<file path="src/rtl/imem_loader.sv">
// Boot-time loader: assembles a length-prefixed little-endian byte stream into
// 32-bit instruction words, writes them from address 0, then releases the core.
module imem_loader #(
    parameter int ADDR_W      = 8,
    parameter int TIMEOUT_CYC = 65535
) (
    input  logic              clk_i,
    input  logic              rst_i,
    input  logic              start_i,
    input  logic [7:0]        rx_data_i,
    input  logic              rx_valid_i,
    output logic              rx_ready_o,
    output logic              imem_we_o,
    output logic [ADDR_W-1:0] imem_addr_o,
    output logic [31:0]       imem_wdata_o,
    output logic              core_rst_o,
    output logic              busy_o,
    output logic              done_o,
    output logic              err_o,
    output logic [ADDR_W:0]   words_loaded_o
);
    localparam int DEPTH = 2 ** ADDR_W;
    localparam int TMO_W = (TIMEOUT_CYC > 1) ? $clog2(TIMEOUT_CYC + 1) : 1;

    typedef enum logic [2:0] {
        S_IDLE,
        S_HDR0,
        S_HDR1,
        S_LOAD,
        S_FLUSH,
        S_DONE,
        S_ERROR
    } state_t;

    state_t            state;
    logic [7:0]        hdr0;
    logic [ADDR_W-1:0] last_idx;
    logic [ADDR_W-1:0] word_idx;
    logic [1:0]        byte_idx;
    logic [23:0]       byte_buf;
    logic [TMO_W-1:0]  tmo_cnt;
    logic              xfer;
    logic              hdr_ok;
    logic              tmo_hit;
    logic [16:0]       hdr_n;

    assign rx_ready_o = (state == S_HDR0) || (state == S_HDR1) || (state == S_LOAD);
    assign busy_o     = rx_ready_o || (state == S_FLUSH);
    assign xfer       = rx_valid_i && rx_ready_o;
    assign hdr_n      = {1'b0, rx_data_i, hdr0};
    assign hdr_ok     = (hdr_n != 17'd0) && (hdr_n <= 17'(DEPTH));
    // The idle counter only ever reaches TIMEOUT_CYC-1; the next idle cycle trips it.
    assign tmo_hit    = (TIMEOUT_CYC != 0) && !xfer && (tmo_cnt == TMO_W'(TIMEOUT_CYC - 1));

    always_ff @(posedge clk_i or posedge rst_i) begin
        if (rst_i) begin
            state          <= S_IDLE;
            hdr0           <= '0;
            last_idx       <= '0;
            word_idx       <= '0;
            byte_idx       <= '0;
            byte_buf       <= '0;
            tmo_cnt        <= '0;
            imem_we_o      <= 1'b0;
            imem_addr_o    <= '0;
            imem_wdata_o   <= '0;
            core_rst_o     <= 1'b1;
            done_o         <= 1'b0;
            err_o          <= 1'b0;
            words_loaded_o <= '0;
        end else begin
            imem_we_o <= 1'b0;
            if (imem_we_o) begin
                words_loaded_o <= words_loaded_o + 1'b1;
            end
            if (rx_ready_o) begin
                tmo_cnt <= xfer ? '0 : tmo_cnt + 1'b1;
            end

            case (state)
                S_IDLE: begin
                    if (start_i) begin
                        state    <= S_HDR0;
                        tmo_cnt  <= '0;
                        byte_idx <= '0;
                        word_idx <= '0;
                    end
                end
                S_HDR0: begin
                    if (xfer) begin
                        hdr0  <= rx_data_i;
                        state <= S_HDR1;
                    end else if (tmo_hit) begin
                        state <= S_ERROR;
                        err_o <= 1'b1;
                    end
                end
                S_HDR1: begin
                    if (xfer) begin
                        last_idx <= ADDR_W'(hdr_n - 17'd1);
                        if (hdr_ok) begin
                            state <= S_LOAD;
                        end else begin
                            state <= S_ERROR;
                            err_o <= 1'b1;
                        end
                    end else if (tmo_hit) begin
                        state <= S_ERROR;
                        err_o <= 1'b1;
                    end
                end
                S_LOAD: begin
                    if (xfer) begin
                        byte_idx <= byte_idx + 1'b1;
                        if (byte_idx == 2'd0) begin
                            byte_buf[7:0] <= rx_data_i;
                        end else if (byte_idx == 2'd1) begin
                            byte_buf[15:8] <= rx_data_i;
                        end else if (byte_idx == 2'd2) begin
                            byte_buf[23:16] <= rx_data_i;
                        end else begin
                            // Word complete: strobe it next cycle while the next word streams in.
                            imem_we_o    <= 1'b1;
                            imem_addr_o  <= word_idx;
                            imem_wdata_o <= {rx_data_i, byte_buf};
                            if (word_idx == last_idx) begin
                                state <= S_FLUSH;
                            end else begin
                                word_idx <= word_idx + 1'b1;
                            end
                        end
                    end else if (tmo_hit) begin
                        state <= S_ERROR;
                        err_o <= 1'b1;
                    end
                end
                S_FLUSH: begin
                    state      <= S_DONE;
                    done_o     <= 1'b1;
                    core_rst_o <= 1'b0;
                end
                S_DONE, S_ERROR: begin
                    if (start_i) begin
                        state          <= S_HDR0;
                        done_o         <= 1'b0;
                        err_o          <= 1'b0;
                        core_rst_o     <= 1'b1;
                        words_loaded_o <= '0;
                        word_idx       <= '0;
                        byte_idx       <= '0;
                        tmo_cnt        <= '0;
                    end
                end
                default: begin
                    state <= S_IDLE;
                end
            endcase
        end
    end
endmodule
</file>
<file path="config.mk">
export PLATFORM = sky130hd
export DESIGN_NAME = imem_loader
export DESIGN_NICKNAME = d
export VERILOG_FILES = /design/src/rtl/imem_loader.sv
export SDC_FILE = /design/constraint.sdc
export NUM_CORES = 1
export LEC_CHECK = 0
export CORE_MARGIN = 5
export CORE_UTILIZATION = 56
export DETAILED_ROUTE_END_ITERATION = 12
export HOLD_SLACK_MARGIN = 0.02
export PLACE_DENSITY = 0.92
export SKIP_CTS_REPAIR_TIMING = 1
export SLEW_MARGIN = 30
export SYNTH_ARGS = -nofsm -noshare
export SYNTH_HDL_FRONTEND = slang
export SYNTH_SLANG_ARGS = --single-unit
</file>
<file path="constraint.sdc">
create_clock -name clk_i -period 5.79 [get_ports clk_i]
set_input_delay 1.158 -clock clk_i [delete_from_list [all_inputs] [get_ports clk_i]]
set_output_delay 1.158 -clock clk_i [all_outputs]
set_load 0.05 [all_outputs]
</file>
==> results of run 1 <==
## layout by cell type, fill, tap and decap left out, types with 2 or more instances in the layout
cell,netlist,layout
a21boi_0,2,2
a21oi_1,14,14
a31oi_1,2,2
and2_1,3,3
and3_1,7,7
and4_1,4,4
buf_4,0,2
bufinv_16,0,3
clkbuf_16,0,16
clkbuf_8,0,4
clkdlybuf4s50_1,0,66
clkinv_2,0,3
clkinvlp_4,0,4
dfrtp_1,121,121
ha_1,10,10
inv_1,10,9
mux2_1,3,3
mux2_2,67,67
mux2i_1,5,5
nand2_1,30,30
nand2b_1,4,4
nand3_1,11,11
nand4_1,9,9
nor2_1,43,43
nor3_1,8,8
nor4_1,7,7
o211ai_1,2,2
o21a_1,3,3
o21ai_0,9,9
o31a_1,3,3
o31ai_1,3,3
xnor2_1,9,9
xor2_1,30,30
## cells in the mapped netlist (5+ instances only)
library cell / count / area share (%)
xnor2_1: 9 / 1.4
mux2_2: 67 / 14
and3_1: 7 / 0.79
ha_1: 10 / 2.3
o21ai_0: 9 / 0.81
a21oi_1: 14 / 1.3
nand4_1: 9 / 1.0
nor4_1: 7 / 0.79
nor2_1: 43 / 2.9
nor3_1: 8 / 0.72
nand2_1: 30 / 2.0
buf_2: 10 / 0.90
inv_1: 10 / 0.68
clkbuf_1: 7 / 0.47
mux2i_1: 5 / 0.90
nand3_1: 11 / 0.99
xor2_1: 30 / 4.7
dfrtp_1: 121 / 55
## registers in the layout, indices dropped and copies added (netlist names)
name and flops:
state 3, err_o 1, imem_we_o 1, imem_wdata_o 32, imem_addr_o 8, byte_idx 2
hdr0 8, tmo_cnt 16, word_idx 8, last_idx 8, core_rst_o 1, done_o 1
byte_buf 24, words_loaded_o 9
## report_power, final
part | internal (mW) | switching [mW]
Combinational | 0.654 | 1.07
Clock | 0.688 | 0.373
Sequential | 1.17 | 0.281
## metrics by stage
stage / total power, mW / utilization (%) / worst slack, ns / hold slack (ns) / cell area (sq um)
floorplan: 2.62 / - / 1.39 / 0.444 / 5540
global placement: 3.07 / 64.9 / 2.34 / 0.465 / 6310
detailed placement: 3.15 / 64.9 / 2.20 / 0.481 / 6310
CTS: 4.25 / 71.1 / 1.99 / 0.497 / 6910
global route: 4.46 / 71.1 / 1.84 / 0.517 / 6920
finish: 4.24 / 71.1 / 1.97 / 0.495 / 6920
## layer usage
layer	global-route usage [%]	wire length [um]
met5	0	0
met4	6.23	116
met3	6.93	622
met2	37.7	6220
met1	28.4	5220
## final cells by class
| type | count | area, sq um | share of cell area [%] |
|---|---|---|---|
| Sequential cell | 122 | 3050 | 44.1 |
| Multi-Input combinational cell | 312 | 2370 | 34.3 |
| Timing Repair Buffer | 69 | 681 | 9.83 |
| Clock buffer | 21 | 459 | 6.63 |
| Tap cell | 133 | 166 | 2.40 |
| Clock inverter | 11 | 144 | 2.08 |
| Inverter | 10 | 42.5 | 0.615 |
## cell families (layout without fill, tap and decap cells)
logic type | Yosys count | after routing | synth area share, %
and+or+nand+nor | 140 | 140 | 13.5
DFF | 122 | 122 | 55.2
muxes | 75 | 75 | 15.1
AOI/OAI and AO/OA | 48 | 48 | 5.74
xor gates and xnor gates | 39 | 39 | 6.17
buffers and inverters | 27 | 111 | 2.06
adders and majority gates | 10 | 10 | 2.26
## final timing paths
| path | cells after the start | startpoint | to |
|---|---|---|---|
| worst max register to register | 5 | state[0] | imem_addr_o[1] |
| min in group asynchronous | 2 | rst_i | byte_buf[16] |
| max in group asynchronous | 3 | rst_i | byte_buf[18] |
| worst min-delay path | 1 | byte_buf[8] | imem_wdata_o[8] |
| worst min register to register | 1 | byte_buf[8] | imem_wdata_o[8] |
| worst max-delay path | 3 | state[1] | busy_o |
==> impl_metrics.ini, run 1 <==
[run_status]
outcome = finished clean

[floorplan]
die_w_um = 109
num_io_pins = 67
core_area_sq_um = 9730
die-area_sq_um = 12000
start_util_pct = 56.9
die_h_um = 109
core.rowCount = 36

[route]
ant_nets = 0
drtPass1Iterations = 4
drt_iter0_drc = 192
routedWlPerCell_um = 18.0
viasPerCell = 5.63
drc_errors = 0
num_vias = 3817
wirelength_um = 12200

[global_route]
grt_max_degree = 75
grt_antenna_before_repair = 0
gr-total-overflow = 0
grt_pass1_vias = 4092
grt_usage_pct = 22.5
grt_pass1_wl_um = 20700

[synthesis]
syn_nets = 483
seq_area_frac_synth_pct = 55.2
synth_area_sq_um = 5540
synth_edf_count = 0
ys_warn_count = 0
async_flop_share_pct = 100
synth_cell_types = 52
postSynthAreaPerCell_sq_um = 12.0
synthFlopType = dfrtp_1
syn_inst = 461
synth-seq-cells = 122

[worst_setup_path]
critPathSlowestCell = clkdlybuf4s50_1
critPathArrivalTime_ns = 2.66
start_kind = flop
cp_num_buf_inv = 1
cpPeakStageDelay_ns = 0.84
crit_type = reg2out
path_max_fanout = 15
cp_cell_sequence = nor2_1 > xnor2_1 > clkdlybuf4s50_1
path_delay_family = buffers and inverters
r2r_setup_slack_ns = 3.24
worstSetupEndpointType = output port
worst_ep_required_time_ns = 4.63

[sta]
worst_slew_pin_slew_ns = 0.806
fmax_ghz = 0.262
finClkSkew_ns = 0.00878
post-route-min-period_ns = 3.82
rsz0062_at_grt = no
hold_viol_final = 0
period_share_pct = 65.9
setup_viol = 0
max_slew_margin_pct = 46.0
tns_ns = 0
slew_violations = 0

[cells_and_area]
syn_to_final_growth_pct = 25.0
layout.nets = 554
drive_above_1_share_pct = 20.7
fill_cells = 639
stdcell_count = 678
diodes = 0

[clock_tree]
clkSlewWorstSetupHoldPaths_ns = 0.06
cts_num_sinks = 122
h-tree-depth = 4
clk_latency_ns = 0.51
cts_tree = yes
clockBufferDepth = 2
cts_buffers = 17
cts_root_buf = clkbuf_8

[run]
drv_cap = 0

[min_path]
hp-class = reg2reg

[power_and_ir_drop]
power_density_nw_per_um2 = 612
ir_drop_mv = 0.470
p_leak_nw = 3.12

[place]
hpwl_um = 7990
gp_congestion = 0.792
dp.cells = 645
port_buffers = 66
(Power assumes the default switching activity.)
==> inputs of run 2 (changes only) <==
--- a/config.mk
+++ b/config.mk
@@ -6,10 +6,10 @@
 export NUM_CORES = 1
 export LEC_CHECK = 0
 export CORE_MARGIN = 5
-export CORE_UTILIZATION = 56
+export CORE_UTILIZATION = 50
 export DETAILED_ROUTE_END_ITERATION = 12
 export HOLD_SLACK_MARGIN = 0.02
-export PLACE_DENSITY = 0.92
+export PLACE_DENSITY = 0.88
 export SKIP_CTS_REPAIR_TIMING = 1
 export SLEW_MARGIN = 30
 export SYNTH_ARGS = -nofsm -noshare
==> constraint.sdc (replaced) <==
create_clock -name clk_i -period 3.41 [get_ports clk_i]
set_input_delay 0.682 -clock clk_i [delete_from_list [all_inputs] [get_ports clk_i]]
set_output_delay 0.682 -clock clk_i [all_outputs]
set_load 0.05 [all_outputs]
==> run 2 against run 1 <==
Clock power increased by 75%. Count of clock-buffer cells in the layout unchanged. Register-to-register slack lost 2.1 ns. Flip-flop and latch count unchanged. Die area grew 11%. Sequential share of layout area is 0.38 points lower.
==> impl_metrics.ini, run 2 (synthesized netlist as in run 1, its figures left out) <==
[clock_tree]
h-tree-depth = 4
clk_latency_ns = 0.53
clkSlewWorstSetupHoldPaths_ns = 0.06
cts_buffers = 17
clockBufferDepth = 2
cts_tree = yes
cts_num_sinks = 122
cts_root_buf = clkbuf_8

[worst_setup_path]
cpPeakStageDelay_ns = 0.84
worst_ep_required_time_ns = 2.73
critPathArrivalTime_ns = 2.54
cp_cell_sequence = nor2_1 > xnor2_1 > clkdlybuf4s50_1
start_kind = flop
critPathSlowestCell = clkdlybuf4s50_1
path_max_fanout = 15
worstSetupEndpointType = output port
r2r_cells = 4
crit_type = reg2out

[floorplan]
core.rowCount = 38
die_w_um = 115
die_h_um = 115
core_area_sq_um = 10800
start_util_pct = 51.1
die-area_sq_um = 13300
num_io_pins = 67

[min_path]
hp-class = reg2reg
holdPathStages = 2

[sta]
fmax_ghz = 0.310
max_slew_margin_pct = 42.2
worst_slew_pin_slew_ns = 0.862
finClkSkew_ns = 0.00753
slew_violations = 0
hold_viol_final = 0
setup_viol = 0
post-route-min-period_ns = 3.22
tns_ns = 0
period_share_pct = 94.5
rsz0062_at_grt = no

[power_and_ir_drop]
ir_drop_mv = 0.647
power_density_nw_per_um2 = 1040
total_power_mw = 7.23
p_leak_nw = 3.14

[global_route]
grt_pass1_vias = 4114
grt_usage_pct = 19.6
grt_max_degree = 58
grt_pass1_wl_um = 20300
grt_antenna_before_repair = 0
gr-total-overflow = 0

[route]
wirelength_um = 12000
drc_errors = 0
ant_nets = 0
drt_iter0_drc = 157
num_vias = 3844
routedWlPerCell_um = 17.5
viasPerCell = 5.59
drtPass1Iterations = 4

[cells_and_area]
largest_register_ffs = 32
final_cell_mix = dfrtp_1, mux2_2, clkdlybuf4s50_1
regMostFlops = imem_wdata_o
final_common_cell = dfrtp_1
fill_cells = 817
layout.nets = 557
syn_to_final_growth_pct = 26.1
stdcell_count = 688
drive_above_1_share_pct = 21.0
reg.largest.list = imem_wdata_o: 32 flops, byte_buf: 24 flops, tmo_cnt: 16 flops
design_area_sq_um = 6980
diodes = 0

[place]
hpwl_um = 8030
dp.cells = 656
port_buffers = 66
placedInstanceArea_sq_um = 6360
gp_congestion = 0.833

[run]
drv_cap = 0

[run_status]
outcome = finished clean
## run 2: cell type report
class                   instances  area, sq um  area share (%)
flip-flops and latches        122         3050            43.7
multi-input cells             312         2370            34.0
repair buffers                 72          718            10.3
clock buffers                  21          449            6.43
well taps                     140          175            2.51
clock inverters                11          169            2.42
inverters                      10         41.3           0.591
## run 2: through the flow
step                worst slack (ns)  util [%]  hold slack [ns]
finish                         0.186      64.4            0.485
global route                  0.0182      64.4            0.510
CTS                            0.162      64.4            0.491
floorplan                       1.13         -            0.444
global placement               0.747      58.7            0.466
detailed placement             0.688      58.7            0.479
## run 2: worst paths after layout
path,start,to,slack [ns]
worst min register to register,byte_buf[0],byte_buf[0],0.48
worst max register to register,state[0],byte_buf[17],1.19
worst min-delay path,byte_buf[0],byte_buf[0],0.48
min in group asynchronous,rst_i,imem_wdata_o[27],0.53
worst max-delay path,state[0],busy_o,0.19
max in group asynchronous,rst_i,tmo_cnt[12],1.96
## run 2: power breakdown
group	total, mW	leakage [nW]	switching (mW)	internal, mW
logic	2.95	1.26	1.82	1.12
clock network	1.85	0.290	0.630	1.22
registers	2.43	1.59	0.445	1.99
## run 2: layer usage
metal  vias to the layer above  track usage [%]  wire length [um]
met5                         -                0                 0
li1                       1769                -                 -
met4                         0             6.10               151
met1                      1941             23.7              5000
met3                        19             7.68               789
met2                       115             32.6              6100
## run 2: critical path: cells and delay by family (launching register included)
kind                   cells  cell delay [ns]
buffers and inverters      1             0.84
flip-flops                 1             0.54
AND/OR/NAND/NOR            1             0.43
XOR/XNOR                   1             0.20
==> inputs of run 3 (changes only) <==
--- a/config.mk
+++ b/config.mk
@@ -6,10 +6,10 @@
 export NUM_CORES = 1
 export LEC_CHECK = 0
 export CORE_MARGIN = 5
-export CORE_UTILIZATION = 50
+export CORE_UTILIZATION = 56
 export DETAILED_ROUTE_END_ITERATION = 12
 export HOLD_SLACK_MARGIN = 0.02
-export PLACE_DENSITY = 0.88
+export PLACE_DENSITY = 0.92
 export SKIP_CTS_REPAIR_TIMING = 1
 export SLEW_MARGIN = 30
 export SYNTH_ARGS = -nofsm -noshare
==> constraint.sdc (replaced) <==
create_clock -name clk_i -period 3.4 [get_ports clk_i]
set_input_delay 0.68 -clock clk_i [delete_from_list [all_inputs] [get_ports clk_i]]
set_output_delay 0.68 -clock clk_i [all_outputs]
set_load 0.05 [all_outputs]
==> run 3 against run 2 <==
Wire length up 4.1%. Utilization up 7.5 points. Flip-flop and latch count unchanged. Power up 1.7%. Register-to-register slack worse by 0.19 ns. Critical path depth down 1. Count of clock-buffer cells in the layout up 1. Die area down 9.8%. Clock skew about the same. Cell area up 0.20%. Via count up 0.23%. Largest cell class unchanged.
==> impl_metrics.ini, run 3 (synthesized netlist as in run 1, its figures left out) <==
[worst_setup_path]
worst_ep_required_time_ns = 2.72
start_kind = flop
worstSetupEndpointType = output port
cp_cell_sequence = o21ba_2 > clkdlybuf4s50_1
cpPeakStageDelay_ns = 0.87
cp_num_buf_inv = 1
critPathSlowestCell = clkdlybuf4s50_1
crit_type = reg2out
path_delay_family = buffers and inverters
path_max_fanout = 15
critPathArrivalTime_ns = 2.41

[global_route]
grt_usage_pct = 23.1
grt_max_degree = 123
gr-total-overflow = 0
grt_pass1_vias = 4189
grt_antenna_before_repair = 0
grt_pass1_wl_um = 21200

[power_and_ir_drop]
internal_power_mw = 4.40
power.switching_mw = 2.96
p_leak_nw = 3.16
pwr-share-seq_pct = 33.4
ir_drop_mv = 0.759
p_sw_share_pct = 40.2
combPwrFrac_pct = 40.6
pwr-share-clk_pct = 26.0
power_density_nw_per_um2 = 1050

[sta]
finClkSkew_ns = 0.00746
setup_viol = 0
hold_viol_final = 0
post-route-min-period_ns = 3.09
max_slew_margin_pct = 43.5
worst_slew_pin_slew_ns = 0.842
slew_violations = 0
period_share_pct = 91.0
setup_ws_ns = 0.306
fmax_ghz = 0.323
tns_ns = 0
rsz0062_at_grt = no

[cells_and_area]
largest_register_ffs = 32
final_cell_mix = dfrtp_1, mux2_2, clkdlybuf4s50_1
reg.largest.list = imem_wdata_o: 32 flops, byte_buf: 24 flops, tmo_cnt: 16 flops
syn_to_final_growth_pct = 26.4
final_common_cell = dfrtp_1
diodes = 0
layout.nets = 556
drive_above_1_share_pct = 21.0
regMostFlops = imem_wdata_o
fill_cells = 664

[min_path]
hp-class = reg2reg

[route]
drt_iter0_drc = 224
viasPerCell = 5.67
routedWlPerCell_um = 18.4
wirelength_um = 12500
drtPass1Iterations = 4
num_vias = 3853
ant_nets = 0
drc_errors = 0

[clock_tree]
h-tree-depth = 4
cts_buffers = 17
clockBufferDepth = 2
cts_root_buf = clkbuf_8
clk_latency_ns = 0.53
cts_tree = yes
clkSlewWorstSetupHoldPaths_ns = 0.06
cts_num_sinks = 122

[place]
dp_slack_ns = 0.598
hpwl_um = 7970
gp_congestion = 0.837
port_buffers = 66

[floorplan]
start_util_pct = 56.9
core_area_sq_um = 9730
die_w_um = 109
num_io_pins = 67
die-area_sq_um = 12000
core.rowCount = 36
die_h_um = 109

[run]
drv_cap = 0

[run_status]
outcome = finished clean
## run 3: power groups by stage
| stage | Combinational (mW) | Sequential, mW | Clock (mW) |
|---|---|---|---|
| after floorplan | 1.29 | 3.17 | 0 |
| after global placement | 2.84 | 2.42 | 0 |
| after detailed placement | 2.95 | 2.46 | 0 |
| after CTS | 3.00 | 2.46 | 1.94 |
| after global routing | 3.18 | 2.54 | 2.02 |
| final | 2.99 | 2.46 | 1.92 |
## run 3: worst paths after layout
path / startpoint / end / slack, ns / cells after the start
max: state[0] / rx_ready_o / 0.31 / 2
max in group asynchronous: rst_i / tmo_cnt[1] / 2.25 / 3
min reg2reg: byte_buf[0] / byte_buf[0] / 0.49 / 2
min: byte_buf[0] / byte_buf[0] / 0.49 / 2
min in group asynchronous: rst_i / imem_wdata_o[4] / 0.68 / 3
max reg2reg: state[0] / imem_wdata_o[1] / 1.00 / 5
## run 3: cell type report
| class | count | area (sq um) | area share, % |
|---|---|---|---|
| inverter | 10 | 41.3 | 0.590 |
| tap | 133 | 166 | 2.38 |
| clock buffer | 22 | 473 | 6.76 |
| timing repair buffer | 71 | 723 | 10.3 |
| multi-input combinational | 312 | 2370 | 33.9 |
| sequential | 122 | 3050 | 43.7 |
| clock inverter | 10 | 163 | 2.33 |
## run 3: per-stage QoR
step,instances,hold WS (ns),area [sq um],total power [mW],utilization [%]
floorplan,461,0.444,5540,4.46,-
global placement,648,0.465,6360,5.26,65.4
detailed placement,648,0.480,6360,5.41,65.4
CTS,680,0.493,7000,7.40,71.9
global route,680,0.519,7000,7.74,71.9
finish,680,0.487,7000,7.36,71.9
## run 3: worst min-delay path, stage by stage (launching register included)
cell     delay [ns]
dfrtp_1        0.35
nand2_1        0.05
o21ai_0        0.06
## run 3: per-layer routing
metal / global-route usage (%) / routed length, um / vias up
met5: 0 / 0 / -
met4: 9.71 / 307 / 0
met3: 6.81 / 760 / 31
met2: 38.7 / 6420 / 140
met1: 27.8 / 5040 / 1915
li1: - / - / 1767
